[src/rtl/dsi_packet_builder.sv]
// dsi_packet_builder
// Turns a packet request plus a byte-wide payload stream into a serialized
// DSI packet (header + ECC, payload, CRC-16 footer) on a valid/ready byte
// stream that feeds the lane distribution stage.

module dsi_packet_builder #(
  parameter bit ECC_EN = 1'b1,
  parameter bit CRC_EN = 1'b1
) (
  input  logic        dsi_clk,
  input  logic        dsi_rst_n,
  input  logic        pkt_valid,
  output logic        pkt_ready,
  input  logic        pkt_long,
  input  logic [7:0]  pkt_di,
  input  logic [15:0] pkt_wc,
  input  logic [7:0]  pld_data,
  input  logic        pld_valid,
  output logic        pld_ready,
  output logic [7:0]  byte_data,
  output logic        byte_valid,
  input  logic        byte_ready,
  output logic        byte_last,
  output logic        packet_done,
  output logic        busy
);

  typedef enum logic [2:0] {
    S_IDLE,
    S_HDR,
    S_PAYLOAD,
    S_CRC,
    S_DONE
  } state_t;

  state_t state, next_state;

  logic [7:0]  di_q;
  logic [15:0] wc_q;
  logic        long_q;
  logic [2:0]  hdr_cnt;
  logic [1:0]  crc_cnt;
  logic [15:0] remaining;
  logic [15:0] crc_q;

  logic [7:0]  out_data;
  logic        out_valid;
  logic        out_last;

  logic        slot_free;
  logic        last_hs;
  logic        load_en;
  logic [7:0]  load_data;
  logic        load_last;
  logic [7:0]  ecc_byte;
  logic [15:0] crc_out;

  // Header ECC over the 24 header bits, D0 = DI bit 0.
  function automatic logic [7:0] calc_ecc(input logic [23:0] d);
    logic [5:0] p;
    p[0] = d[0] ^ d[1] ^ d[2] ^ d[4] ^ d[5] ^ d[7] ^ d[10] ^ d[11] ^ d[13] ^
           d[16] ^ d[20] ^ d[21] ^ d[22] ^ d[23];
    p[1] = d[0] ^ d[1] ^ d[3] ^ d[4] ^ d[6] ^ d[8] ^ d[10] ^ d[12] ^ d[14] ^
           d[17] ^ d[20] ^ d[21] ^ d[22] ^ d[23];
    p[2] = d[0] ^ d[2] ^ d[3] ^ d[5] ^ d[6] ^ d[9] ^ d[11] ^ d[12] ^ d[15] ^
           d[18] ^ d[20] ^ d[21] ^ d[22];
    p[3] = d[1] ^ d[2] ^ d[3] ^ d[7] ^ d[8] ^ d[9] ^ d[13] ^ d[14] ^ d[15] ^
           d[19] ^ d[20] ^ d[21] ^ d[23];
    p[4] = d[4] ^ d[5] ^ d[6] ^ d[7] ^ d[8] ^ d[9] ^ d[16] ^ d[17] ^ d[18] ^
           d[19] ^ d[20] ^ d[22] ^ d[23];
    p[5] = d[10] ^ d[11] ^ d[12] ^ d[13] ^ d[14] ^ d[15] ^ d[16] ^ d[17] ^
           d[18] ^ d[19] ^ d[21] ^ d[22] ^ d[23];
    return {2'b00, p};
  endfunction

  // Reflected CCITT CRC-16 (poly 0x8408), one byte, LSB first.
  function automatic logic [15:0] crc_step(input logic [15:0] c, input logic [7:0] b);
    logic [15:0] r;
    r = c ^ {8'h00, b};
    for (int i = 0; i < 8; i++) begin
      r = r[0] ? ((r >> 1) ^ 16'h8408) : (r >> 1);
    end
    return r;
  endfunction

  assign ecc_byte  = ECC_EN ? calc_ecc({wc_q, di_q}) : 8'h00;
  assign crc_out   = CRC_EN ? crc_q : 16'h0000;
  assign slot_free = !out_valid || byte_ready;
  assign last_hs   = out_valid && out_last && byte_ready;

  assign byte_data  = out_data;
  assign byte_valid = out_valid;
  assign byte_last  = out_last;

  // State register.
  always_ff @(posedge dsi_clk) begin
    if (!dsi_rst_n) begin
      state <= S_IDLE;
    end else begin
      state <= next_state;
    end
  end

  // Next-state logic; the final byte handshake always leads to DONE.
  always_comb begin
    next_state = state;
    case (state)
      S_IDLE: begin
        if (pkt_valid) next_state = S_HDR;
      end
      S_HDR: begin
        if (last_hs) begin
          next_state = S_DONE;
        end else if (slot_free && hdr_cnt == 3'd3 && long_q) begin
          next_state = (wc_q == 16'd0) ? S_CRC : S_PAYLOAD;
        end
      end
      S_PAYLOAD: begin
        if (pld_valid && slot_free && remaining == 16'd1) next_state = S_CRC;
      end
      S_CRC: begin
        if (last_hs) next_state = S_DONE;
      end
      S_DONE: begin
        next_state = S_IDLE;
      end
      default: begin
        next_state = S_IDLE;
      end
    endcase
  end

  // Handshake outputs and selection of the next byte for the output register.
  always_comb begin
    pkt_ready   = (state == S_IDLE);
    busy        = (state != S_IDLE);
    packet_done = (state == S_DONE);
    pld_ready   = 1'b0;
    load_en     = 1'b0;
    load_data   = 8'h00;
    load_last   = 1'b0;
    case (state)
      S_IDLE: begin
        if (pkt_valid) begin
          load_en   = 1'b1;
          load_data = pkt_di;
        end
      end
      S_HDR: begin
        if (slot_free && hdr_cnt != 3'd4) begin
          load_en = 1'b1;
          case (hdr_cnt)
            3'd1:    load_data = wc_q[7:0];
            3'd2:    load_data = wc_q[15:8];
            default: begin
              load_data = ecc_byte;
              load_last = !long_q;
            end
          endcase
        end
      end
      S_PAYLOAD: begin
        pld_ready = slot_free && (remaining != 16'd0);
        if (pld_valid && slot_free && (remaining != 16'd0)) begin
          load_en   = 1'b1;
          load_data = pld_data;
        end
      end
      S_CRC: begin
        if (slot_free && crc_cnt != 2'd2) begin
          load_en   = 1'b1;
          load_data = (crc_cnt == 2'd0) ? crc_out[7:0] : crc_out[15:8];
          load_last = (crc_cnt == 2'd1);
        end
      end
      default: begin
        load_en = 1'b0;
      end
    endcase
  end

  // Single-entry output register; holds its byte until the downstream takes it.
  always_ff @(posedge dsi_clk) begin
    if (!dsi_rst_n) begin
      out_data  <= 8'h00;
      out_valid <= 1'b0;
      out_last  <= 1'b0;
    end else if (slot_free) begin
      out_valid <= load_en;
      out_last  <= load_en && load_last;
      if (load_en) out_data <= load_data;
    end
  end

  // Request fields are captured once at accept and stay put for the whole packet.
  always_ff @(posedge dsi_clk) begin
    if (!dsi_rst_n) begin
      di_q   <= 8'h00;
      wc_q   <= 16'h0000;
      long_q <= 1'b0;
    end else if (state == S_IDLE && pkt_valid) begin
      di_q   <= pkt_di;
      wc_q   <= pkt_wc;
      long_q <= pkt_long;
    end
  end

  // Header/footer byte counters, payload countdown and running CRC.
  always_ff @(posedge dsi_clk) begin
    if (!dsi_rst_n) begin
      hdr_cnt   <= 3'd0;
      crc_cnt   <= 2'd0;
      remaining <= 16'd0;
      crc_q     <= 16'hFFFF;
    end else begin
      case (state)
        S_IDLE: begin
          if (pkt_valid) begin
            hdr_cnt   <= 3'd1;
            crc_cnt   <= 2'd0;
            remaining <= pkt_wc;
            crc_q     <= 16'hFFFF;
          end
        end
        S_HDR: begin
          if (load_en) hdr_cnt <= hdr_cnt + 3'd1;
        end
        S_PAYLOAD: begin
          if (load_en) begin
            remaining <= remaining - 16'd1;
            crc_q     <= crc_step(crc_q, pld_data);
          end
        end
        S_CRC: begin
          if (load_en) crc_cnt <= crc_cnt + 2'd1;
        end
        default: begin
          hdr_cnt <= hdr_cnt;
        end
      endcase
    end
  end

endmodule

[config.mk]
export PLATFORM = sky130hd
export DESIGN_NAME = dsi_packet_builder
export DESIGN_NICKNAME = d
export VERILOG_FILES = /design/src/rtl/dsi_packet_builder.sv
export SDC_FILE = /design/constraint.sdc
export NUM_CORES = 1
export LEC_CHECK = 0
export BUFFER_PORTS_ARGS = -buffer_cell sky130_fd_sc_hd__buf_2
export CORE_ASPECT_RATIO = 1.25
export CORE_MARGIN = 3
export CORE_UTILIZATION = 25
export DETAILED_ROUTE_END_ITERATION = 12
export PLACE_DENSITY = 0.38
export SLEW_MARGIN = 10
export SYNTH_ARGS = -nofsm -noshare
export SYNTH_HDL_FRONTEND = slang
export SYNTH_SLANG_ARGS = --single-unit
[constraint.sdc]
create_clock -name dsi_clk -period 2.8 [get_ports dsi_clk]
set_clock_uncertainty 0.15 [all_clocks]
set_input_delay 0.14 -clock dsi_clk [delete_from_list [all_inputs] [get_ports dsi_clk]]
set_output_delay 0.14 -clock dsi_clk [all_outputs]
set_load 0.1 [all_outputs]
Yosys cells after proc, flatten, opt, wreduce, memory -nomap -nowiden

Index checks and enable logic that the tools add are counted.

Register bits after elaboration: 75
Bits of input ports: 38
Output and inout port bits: 14
Logic and storage cells: 186

Add/subtract/negate cells: 3
Equal/unequal tests: 18
Mux-type cells: 43
Bitwise operators: 82
Reduce and logical (&&, ||, !) cells: 29

Operators by type and width:

| cell                                                 | count |
|---|---|
| two-way mux 16 bit                                   | 12 |
| XOR 1 bit                                            | 73 |
| case mux 16 bit (2 select lines)                     | 2 |
| two-way mux 8 bit                                    | 5 |
| case mux 8 bit (4 select lines)                      | 1 |
| NOT 2 -> 3 bit                                       | 8 |
| two-way mux 3 bit                                    | 6 |
| equality test 16 x 1 -> 1 bit, second input constant | 1 |
| zero test 16 bit                                     | 1 |
| case mux 8 bit (2 select lines)                      | 1 |
| nonzero test 16 bit                                  | 1 |
| subtractor 16 x 1 -> 16 bit, second input constant   | 1 |
| XOR 16 x 8 -> 16 bit                                 | 1 |
| != test 2 bit, second input constant                 | 7 |
| equality test 3 x 2 -> 1 bit, second input constant  | 4 |
| logical AND 1 bit                                    | 12 |
| case mux 3 bit (4 select lines)                      | 1 |
| two-way mux 1 bit                                    | 9 |
| AND reduction 3 bit                                  | 3 |
| equality test 3 x 1 -> 1 bit, second input constant  | 2 |
| != test 3 bit, second input constant                 | 2 |
| case mux 3 bit (2 select lines)                      | 1 |
| nonzero test 2 bit                                   | 3 |
| two-way mux 2 bit                                    | 2 |
| other kinds (15)                                     | 16 |

Logic depth before layout (Yosys ltp)

Gate-level depths: netlist of run 1.

Word-level depth: 19
Depth in mapped cells: 10
Depth with buffers taken out: 8

Worst setup path before layout of run 1

Ideal clock, no wire load.

Path type: flip-flop to output port
Start: register state[0]
End: output port pld_ready
Data arrival time: 3767 ps
Setup slack: -1257 ps
Cell stages (with the launch flop): 7
Cells stage by stage: dfxtp_1 buf_2 or3b_2 clkbuf_1 buf_2 buf_1 a311oi_1

Cells in the longest elaborated chain, start to end: 2

RTL lines:

| what                         | RTL line | source |
|---|---|---|
| from (decl)                  | 36       | `state_t state, next_state;` |
| from (signal assigned)       | 100      | `state <= next_state;` |
| equality test 3 x 2 -> 1 bit | 142      | `case (state)` |
| two-way mux 1 bit            | 142      |  |
| to (decl)                    | 19       | `output logic pld_ready,` |

Every way passes these cells.

Worst setup path in the final report of run 1

Start: register state[1]
End: output port pld_ready

Same word-level chain as after synthesis.

==> results.py, run 1 <==
metrics = {
    "route": {
        "ant_nets": 0,
        "via_per_inst": 4.90,
        "wl_per_cell_um": 17.2,
        "drt-total-wl_um": 15000,
        "dr.pass1.iters": 4,
        "initialDrtViolationCount": 269,
        "drc": 0,
        "via_count": 4279,
    },
    "global_route": {
        "grt_pass1_wl_um": 23600,
        "grt_max_degree": 51,
        "antenna_found_initial": 0,
        "overflow": 0,
        "first_global_vias": 4271,
        "grtUsageTotal_pct": 15.2,
    },
    "layout": {
        "fillers": 1941,
        "antenna_cells": 0,
        "final_nets": 693,
        "drive_above_1_share_pct": 16.0,
        "area_growth_pct": 25.0,
    },
    "logic_synthesis": {
        "synth_edf_count": 0,
        "syn_area_per_cell_sq_um": 7.96,
        "synth_common_cells": "nand2_1, dfxtp_1, a21oi_1",
        "yosysWarnings": 0,
        "synth_cell_types": 56,
        "synthArstFlopShare_pct": 0,
        "ys_ff_latch": 75,
        "ys_seq_area_share_pct": 33.2,
        "netlist_area_sq_um": 4520,
        "synth_nets": 617,
        "synth_top_flop_cell": "dfxtp_1",
        "synth.most_common_cell": "nand2_1",
        "yosys.area.top_type": "dfxtp_1",
        "postSynthCellCount": 568,
        "ys_top_cells_by_area": "dfxtp_1, xnor2_1, nand2_1",
        "synth.top_cell.area_share_pct": 33.2,
    },
    "sta": {
        "max_freq_mhz": 390,
        "fin_ws_ns": 0.235,
        "layout_min_cycle_time_ns": 2.57,
        "rsz0062_at_grt": "false",
        "finalCritPeriodShare_pct": 91.6,
        "hold_viol": 0,
        "maxSlewHeadroom_pct": 52.1,
        "setup_violations": 0,
        "slew_viol_final": 0,
        "tightest_slew_ns": 0.718,
    },
    "die": {
        "fp.dieW_um": 126,
        "core_area_sq_um": 17600,
        "die_h_um": 156,
        "die_area_sq_um": 19700,
        "initial_core_util_pct": 25.7,
        "io_pins": 52,
        "rows": 54,
    },
    "clock_network": {
        "worstSkewPairLatency_ns": 0.34,
        "htree_levels": 3,
        "cts_buffers": 9,
        "cts.path.max_buffers": 2,
        "clkTransAtPathRegs_ns": 0.06,
        "cts_tree": "built",
        "clkSinkCount": 75,
        "cts_root_buf": "clkbuf_16",
    },
    "setup_path": {
        "critical_path.top_delay_family": "simple AND/OR/NAND/NOR gates",
        "required_ns": 2.51,
        "crit_path_start_kind": "flip-flop",
        "crit_chain": "buf_4 > or3b_2 > a311oi_2 > buf_12",
        "crit_slowest_cell": "or3b_2",
        "arrival_ns": 2.28,
        "critPathMaxFanout": 35,
        "cp-end-kind": "output pin",
        "crit_buf_inv": 2,
        "crit_type": "reg2out",
        "critPathMaxStageDelay_ns": 0.77,
        "r2r_slack_ns": 0.32,
    },
    "run_status": {
        "status": "complete, no violations",
    },
    "placement": {
        "io_buffers": 51,
        "dp_slack_ns": 0.155,
        "gp_congestion": 0.830,
        "dpl.hpwl_um": 11400,
    },
    "power_and_ir_drop": {
        "p_leak_nw": 2.20,
        "max-vdd-ir-drop_uv": 356,
        "power.total_w": 0.00607,
        "p_per_area_nw_per_um2": 1070,
    },
    "min_path": {
        "min_path_type": "in2reg",
    },
    "job": {
        "cap_violations": 0,
    },
}
registers in the layout (all words and copies together) (netlist names):
register / count
crc_out: 16
remaining: 16
wc_q: 16
byte_data: 8
di_q: 8
hdr_cnt: 3
state: 3
crc_cnt: 2
byte_last: 1
byte_valid: 1
long_q: 1
placed cells by master, fill, tap and decap left out, types with 2 or more instances in the layout:
cell type,count
dfxtp_1,75
a22oi_1,11
a211o_1,3
nor2_1,45
nor3_1,22
buf_4,22
and2_1,3
nand4_1,3
inv_1,10
buf_2,50
dlygate4sd3_1,28
a221oi_1,5
nand2b_1,2
o21ai_0,48
mux2i_1,8
nor2b_1,2
xnor2_1,39
a31oi_1,4
nor3b_2,2
nor4_1,6
and3_1,4
o21a_1,2
nand2_1,86
clkbuf_1,3
xor2_1,24
clkbuf_8,2
nor4b_1,2
ha_1,11
clkinv_2,2
a21oi_1,60
o211ai_1,4
o221ai_1,3
o221a_2,2
nor4_4,2
clkbuf_16,9
xnor3_1,5
nand3_1,10
a211oi_1,5
through the flow:
| step | cell area [sq um] | hold WS, ns | instances | utilization (%) | TNS (ns) |
|---|---|---|---|---|---|
| after floorplan | 4530 | 0.0963 | 568 | - | -0.283 |
| after global placement | 5090 | 0.251 | 829 | 29.0 | 0 |
| after detailed placement | 5090 | 0.251 | 829 | 29.0 | 0 |
| after CTS | 5640 | 0.00862 | 873 | 32.1 | 0 |
| after global routing | 5650 | 0.0496 | 873 | 32.2 | 0 |
| final | 5650 | 0.0304 | 873 | 32.2 | 0 |
routing by layer:
metal  track usage (%)  routed length (um)
met4              5.31                 281
met2              27.0                7610
met3              1.67                 274
met1              19.0                6870
met5                 0                   0
worst reg2reg max path, delay by kind of cell (launching register included):
family | cells | cell delay, ns
AOI/OAI and AO/OA | 2 | 0.70
DFF | 1 | 0.41
buffers and inverters | 1 | 0.07
adders and majority gates | 1 | 0.27
and+or+nand+nor | 4 | 0.78
power breakdown:
| group | total, W | internal [W] | switching (W) |
|---|---|---|---|
| clock network | 0.00110 | 0.000647 | 0.000455 |
| logic | 0.00341 | 0.00128 | 0.00213 |
| registers | 0.00156 | 0.00129 | 0.000268 |
| total | 0.00607 | 0.00321 | 0.00286 |
final cells by class:
class	count	area [sq um]	area share [%]
clock buffers	14	264	4.67
clock inverters	2	10.0	0.177
inverters	12	48.8	0.863
multi-input cells	445	2830	50.1
flip-flops and latches	75	1500	26.6
well taps	224	280	4.96
repair buffers	101	716	12.7
cells by family (layout without fill, tap and decap cells):
logic type               count (synthesis)  in the layout  synth area share, %
buffers and inverters                   48            129                 4.57
AO/OA/AOI/OAI                          156            156                 20.8
adder cells (fa/ha/maj)                 11             11                 3.04
flip-flops                              75             75                 33.2
multiplexers                             8              8                 1.77
XOR/XNOR                                69             69                 15.1
AND/OR/NAND/NOR                        201            201                 21.6
worst paths after layout:
path                              from                   endpoint  depth (start not counted)
max              state[1]$_SDFFE_PN0P_                  pld_ready                          4
min                        pld_data[6]  byte_data[6]$_SDFFE_PN0P_                          3
max reg2reg  remaining[0]$_SDFFE_PN0P_  byte_data[0]$_SDFFE_PN0P_                          8
min reg2reg  remaining[4]$_SDFFE_PN0P_  remaining[4]$_SDFFE_PN0P_                          2
repair_timing:
| action | CTS | global route |
|---|---|---|
| hold endpoints to repair | 29 | 0 |
| buffers inserted | 0 | 0 |
| hold buffers | 28 | 0 |
| gates resized for setup | 0 | 1 |
| setup endpoints to repair | 0 | 5 |
Power figures use the tool's default switching activity.
==> run 2, diff against run 1 <==
--- a/config.mk
+++ b/config.mk
@@ -6,11 +6,13 @@
 export NUM_CORES = 1
 export LEC_CHECK = 0
 export BUFFER_PORTS_ARGS = -buffer_cell sky130_fd_sc_hd__buf_2
+export CELL_PAD_IN_SITES_DETAIL_PLACEMENT = 1
+export CELL_PAD_IN_SITES_GLOBAL_PLACEMENT = 2
 export CORE_ASPECT_RATIO = 1.25
 export CORE_MARGIN = 3
 export CORE_UTILIZATION = 25
 export DETAILED_ROUTE_END_ITERATION = 12
-export PLACE_DENSITY = 0.38
+export PLACE_DENSITY = 0.58
 export SLEW_MARGIN = 10
 export SYNTH_ARGS = -nofsm -noshare
 export SYNTH_HDL_FRONTEND = slang
==> run 2 against run 1 <==
Via count is 0.16% higher. Cell area down 1.5%. Die area unchanged. Sequential cell count stayed put. Maximum frequency grew 1.7%. Total power fell by 0.39%. Combinational power hardly changed. Clock power about the same. Sequential share of layout area grew 0.42 points. Non-clock buffer count fell by 8. Routed wire length increased by 7.4%. Largest power group unchanged. Highest routed layer unchanged.
==> results.py, run 2 (synthesized netlist as in run 1, its figures left out) <==
metrics = {
    "run_status": {
        "status": "complete, no violations",
    },
    "min_path": {
        "min_path_type": "in2reg",
    },
    "global_route": {
        "grtUsageTotal_pct": 16.6,
        "antenna_found_initial": 0,
        "grt_pass1_wl_um": 25700,
        "first_global_vias": 4489,
        "overflow": 0,
        "grt_max_degree": 53,
    },
    "die": {
        "initial_core_util_pct": 25.7,
        "die_h_um": 156,
        "fp.dieW_um": 126,
        "die_area_sq_um": 19700,
        "core_area_sq_um": 17600,
        "io_pins": 52,
        "rows": 54,
    },
    "setup_path": {
        "critical_path.top_delay_family": "simple AND/OR/NAND/NOR gates",
        "crit_slowest_cell": "or3b_2",
        "cp-end-kind": "output pin",
        "crit_type": "reg2out",
        "critPathMaxFanout": 35,
        "crit_chain": "or3b_2 > a311oi_2 > buf_12",
        "required_ns": 2.51,
        "crit_path_start_kind": "flip-flop",
        "crit_buf_inv": 1,
        "critPathMaxStageDelay_ns": 0.79,
        "arrival_ns": 2.23,
    },
    "clock_network": {
        "cts.path.max_buffers": 2,
        "ctsResizeCount": 0,
        "clkSinkCount": 75,
        "clkTransAtPathRegs_ns": 0.06,
        "cts_root_buf": "clkbuf_16",
        "cts_tree": "built",
        "cts_buffers": 9,
        "htree_levels": 3,
        "postCtsSetupBuffers": 0,
        "worstSkewPairLatency_ns": 0.34,
    },
    "sta": {
        "tightest_slew_ns": 0.719,
        "maxSlewHeadroom_pct": 52.0,
        "rsz0062_at_grt": "false",
        "hold_viol": 0,
        "layout_min_cycle_time_ns": 2.52,
        "setup_violations": 0,
        "max_freq_mhz": 397,
        "slew_viol_final": 0,
        "finalCritPeriodShare_pct": 90.1,
    },
    "route": {
        "dr.pass1.iters": 4,
        "via_per_inst": 4.96,
        "wl_per_cell_um": 18.7,
        "drc": 0,
        "ant_nets": 0,
        "via_count": 4286,
        "initialDrtViolationCount": 133,
        "drt-total-wl_um": 16100,
    },
    "layout": {
        "final_common_cell": "nand2_1",
        "antenna_cells": 0,
        "drive_above_1_share_pct": 15.5,
        "layout.cells.non_filler": 864,
        "layout_common_cells": "nand2_1, dfxtp_1, a21oi_1, buf_2, o21ai_0",
        "fin_area_sq_um": 5560,
        "final_nets": 685,
        "area_growth_pct": 23.1,
        "fillers": 2140,
    },
    "job": {
        "cap_violations": 0,
    },
    "power_and_ir_drop": {
        "max-vdd-ir-drop_uv": 361,
        "p_per_area_nw_per_um2": 1090,
        "p_leak_nw": 2.16,
    },
    "placement": {
        "io_buffers": 51,
        "numPlacedInstances": 824,
        "dpl.hpwl_um": 12300,
        "gp_congestion": 0.815,
        "placed_area_sq_um": 5050,
    },
}
==> run 2: stage by stage <==
| stage | setup TNS [ns] | hold slack [ns] | utilization [%] | total power, W | worst slack, ns |
|---|---|---|---|---|---|
| 2_1_floorplan | -0.283 | 0.0963 | - | 0.00413 | -0.283 |
| 3_3_place_gp | 0 | 0.267 | 28.8 | 0.00499 | 0.512 |
| 3_5_place_dp | 0 | 0.261 | 28.8 | 0.00502 | 0.439 |
| 4_1_cts | 0 | 0.00139 | 31.7 | 0.00615 | 0.278 |
| 5_1_grt | 0 | 0.0312 | 31.7 | 0.00651 | 0.198 |
| 6_report | 0 | 0.0106 | 31.7 | 0.00605 | 0.278 |
==> run 2: layout make-up <==
| type | count | area, sq um | area share [%] |
|---|---|---|---|
| tap | 224 | 280 | 5.04 |
| clock buffer | 12 | 246 | 4.43 |
| multi-input combinational | 445 | 2820 | 50.8 |
| clock inverter | 3 | 15.0 | 0.270 |
| inverter | 12 | 48.8 | 0.877 |
| sequential | 75 | 1500 | 27.0 |
| timing repair buffer | 93 | 648 | 11.6 |
==> run 2: worst min-delay path: cells and delay by family <==
kind                   cells  cell delay (ns)
buffers and inverters      1             0.10
AO/OA/AOI/OAI              1             0.08
AND/OR/NAND/NOR            1             0.13
==> run 2: per-layer routing <==
metal / track usage (%) / routed length, um / vias up
met3: 1.98 / 392 / 16
li1: - / - / 2124
met2: 30.7 / 8410 / 62
met5: 0 / 0 / -
met1: 20.1 / 7090 / 2084
met4: 5.11 / 260 / 0
==> run 2: what timing repair did <==
| action | 4_1_cts | 5_1_grt |
|---|---|---|
| hold buffers | 25 | 0 |
| endpoints found under the hold margin | 26 | 0 |
| endpoints found under the setup margin | 0 | 0 |
==> run 2: final timing paths <==
kind                                                start                         to  slack [ns]  cells after the start
worst min-delay path                            pkt_di[0]       di_q[0]$_SDFFE_PN0P_        0.01                      3
worst max-delay path                state[2]$_SDFFE_PN0P_                  pld_ready        0.28                      3
worst max register to register  remaining[0]$_SDFFE_PN0P_  byte_data[6]$_SDFFE_PN0P_        0.42                      8
worst min register to register        long_q$_SDFFE_PN0P_        long_q$_SDFFE_PN0P_        0.33                      2
==> run 2: power breakdown <==
group          internal [W]  switching (W)  total (W)
logic               0.00124        0.00217    0.00341
registers           0.00129       0.000282    0.00157
clock network      0.000616       0.000454    0.00107
total               0.00314        0.00291    0.00605
==> run 3, diff against run 2 <==
==> constraint.sdc (replaced) <==
create_clock -name dsi_clk -period 2.95 [get_ports dsi_clk]
set_clock_uncertainty 0.15 [all_clocks]
set_input_delay 0.1475 -clock dsi_clk [delete_from_list [all_inputs] [get_ports dsi_clk]]
set_output_delay 0.1475 -clock dsi_clk [all_outputs]
set_load 0.1 [all_outputs]
==> run 3 against run 2 <==
Count of clock-buffer cells in the layout shrank 1. Sequential power shrank 6%. Global-route usage grew 0.064 points. Clock power shrank 9%. Sequential cell count is the same. Core utilization shrank 0.18 points. Worst setup slack gained 0.14 ns. Total power shrank 6.0%. Routed wire length grew 0.30%. Worst hold slack gained 0.011 ns. Critical path depth grew 1. Critical path type unchanged. Largest cell class unchanged. Highest routed layer unchanged.
==> results.py, run 3 (synthesized netlist as in run 1, its figures left out) <==
metrics = {
    "sta": {
        "tightest_slew_ns": 0.548,
        "hold_viol": 0,
        "maxSlewHeadroom_pct": 63.5,
        "rsz0062_at_grt": "false",
        "max_freq_mhz": 395,
        "slew_viol_final": 0,
        "setup_violations": 0,
        "finalCritPeriodShare_pct": 85.9,
        "layout_min_cycle_time_ns": 2.53,
    },
    "global_route": {
        "first_global_vias": 4601,
        "grt_pass1_wl_um": 25600,
        "antenna_found_initial": 0,
        "grt_max_degree": 39,
        "overflow": 0,
        "grtUsageTotal_pct": 16.7,
    },
    "layout": {
        "layout_common_cells": "nand2_1, dfxtp_1, a21oi_1, buf_2, o21ai_0",
        "final_nets": 686,
        "seqCellArea_sq_um": 1500,
        "layout.cells.non_filler": 862,
        "drive_above_1_share_pct": 15.2,
        "area_growth_pct": 22.4,
        "antenna_cells": 0,
        "fillers": 2124,
        "multi_input_area_sq_um": 2820,
        "final_common_cell": "nand2_1",
    },
    "die": {
        "io_pins": 52,
        "die_h_um": 156,
        "rows": 54,
        "core_area_sq_um": 17600,
        "die_area_sq_um": 19700,
        "fp.dieW_um": 126,
        "initial_core_util_pct": 25.7,
    },
    "placement": {
        "gp_congestion": 0.799,
        "dpl.hpwl_um": 12200,
        "io_buffers": 51,
        "numPlacedInstances": 825,
    },
    "power_and_ir_drop": {
        "p_leak_nw": 2.15,
        "power.total_w": 0.00569,
        "max-vdd-ir-drop_uv": 283,
        "p_per_area_nw_per_um2": 1030,
    },
    "setup_path": {
        "arrival_ns": 2.24,
        "cp-end-kind": "output pin",
        "crit_type": "reg2out",
        "crit_path_start_kind": "flip-flop",
        "critPathMaxFanout": 16,
        "r2r_slack_ns": 0.56,
        "required_ns": 2.65,
    },
    "clock_network": {
        "ctsResizeCount": 0,
        "clkTransAtPathRegs_ns": 0.06,
        "cts_root_buf": "clkbuf_16",
        "cts_hold_buf": 25,
        "clkSinkCount": 75,
        "cts_tree": "built",
        "worstSkewPairLatency_ns": 0.34,
        "cts.path.max_buffers": 2,
        "htree_levels": 3,
        "postCtsSetupBuffers": 0,
        "cts_buffers": 9,
    },
    "run_status": {
        "status": "complete, no violations",
    },
    "route": {
        "drt-total-wl_um": 16200,
        "drc": 0,
        "via_count": 4278,
        "initialDrtViolationCount": 140,
        "ant_nets": 0,
        "dr.pass1.iters": 5,
        "wl_per_cell_um": 18.8,
        "via_per_inst": 4.96,
    },
    "job": {
        "cap_violations": 0,
    },
    "min_path": {
        "min_path_type": "in2reg",
    },
}
[run 3: layout make-up]
class	count	area share, %
well taps	224	5.07
inverters	12	0.882
multi-input cells	445	51.0
repair buffers	94	11.6
flip-flops and latches	75	27.1
clock inverters	1	0.0905
clock buffers	11	4.21
[run 3: path summary, 6_finish.rpt]
check                                          startpoint                        end  cells past startpoint
worst min register to register        long_q$_SDFFE_PN0P_        long_q$_SDFFE_PN0P_                      2
worst min-delay path                            pkt_di[1]       di_q[1]$_SDFFE_PN0P_                      3
worst max register to register  remaining[0]$_SDFFE_PN0P_  byte_data[5]$_SDFFE_PN0P_                      8
worst max-delay path                state[1]$_SDFFE_PN0P_                  pld_ready                      4
[run 3: report_power, final]
group	total (W)	internal, W	switching (W)
Sequential	0.00148	0.00122	0.000256
Combinational	0.00323	0.00116	0.00206
Clock	0.000976	0.000550	0.000425
Total	0.00569	0.00294	0.00274
[run 3: metrics by stage]
step | worst slack, ns | hold WS [ns] | setup TNS, ns | utilization, % | instance area [sq um]
5_1_grt | 0.315 | 0.0252 | 0 | 31.5 | 5530
4_1_cts | 0.401 | 0.0145 | 0 | 31.5 | 5530
2_1_floorplan | -0.141 | 0.104 | -0.141 | - | 4530
3_3_place_gp | 0.643 | 0.264 | 0 | 28.7 | 5040
6_report | 0.415 | 0.0214 | 0 | 31.5 | 5530
3_5_place_dp | 0.574 | 0.274 | 0 | 28.7 | 5040
[run 3: routing by layer]
layer | up-vias | global-route usage, % | share of wire [%]
met5 | - | 0 | 0
met1 | 2079 | 19.8 | 44
met3 | 16 | 2.19 | 2.1
met2 | 53 | 30.9 | 52
met4 | 0 | 5.37 | 1.5
li1 | 2130 | - | -
[run 3: critical path, stage by stage (launching register included)]
cell	delay (ns)
dfxtp_1	0.33
buf_4	0.19
or3b_2	0.65
a311oi_2	0.25
buf_2	0.47
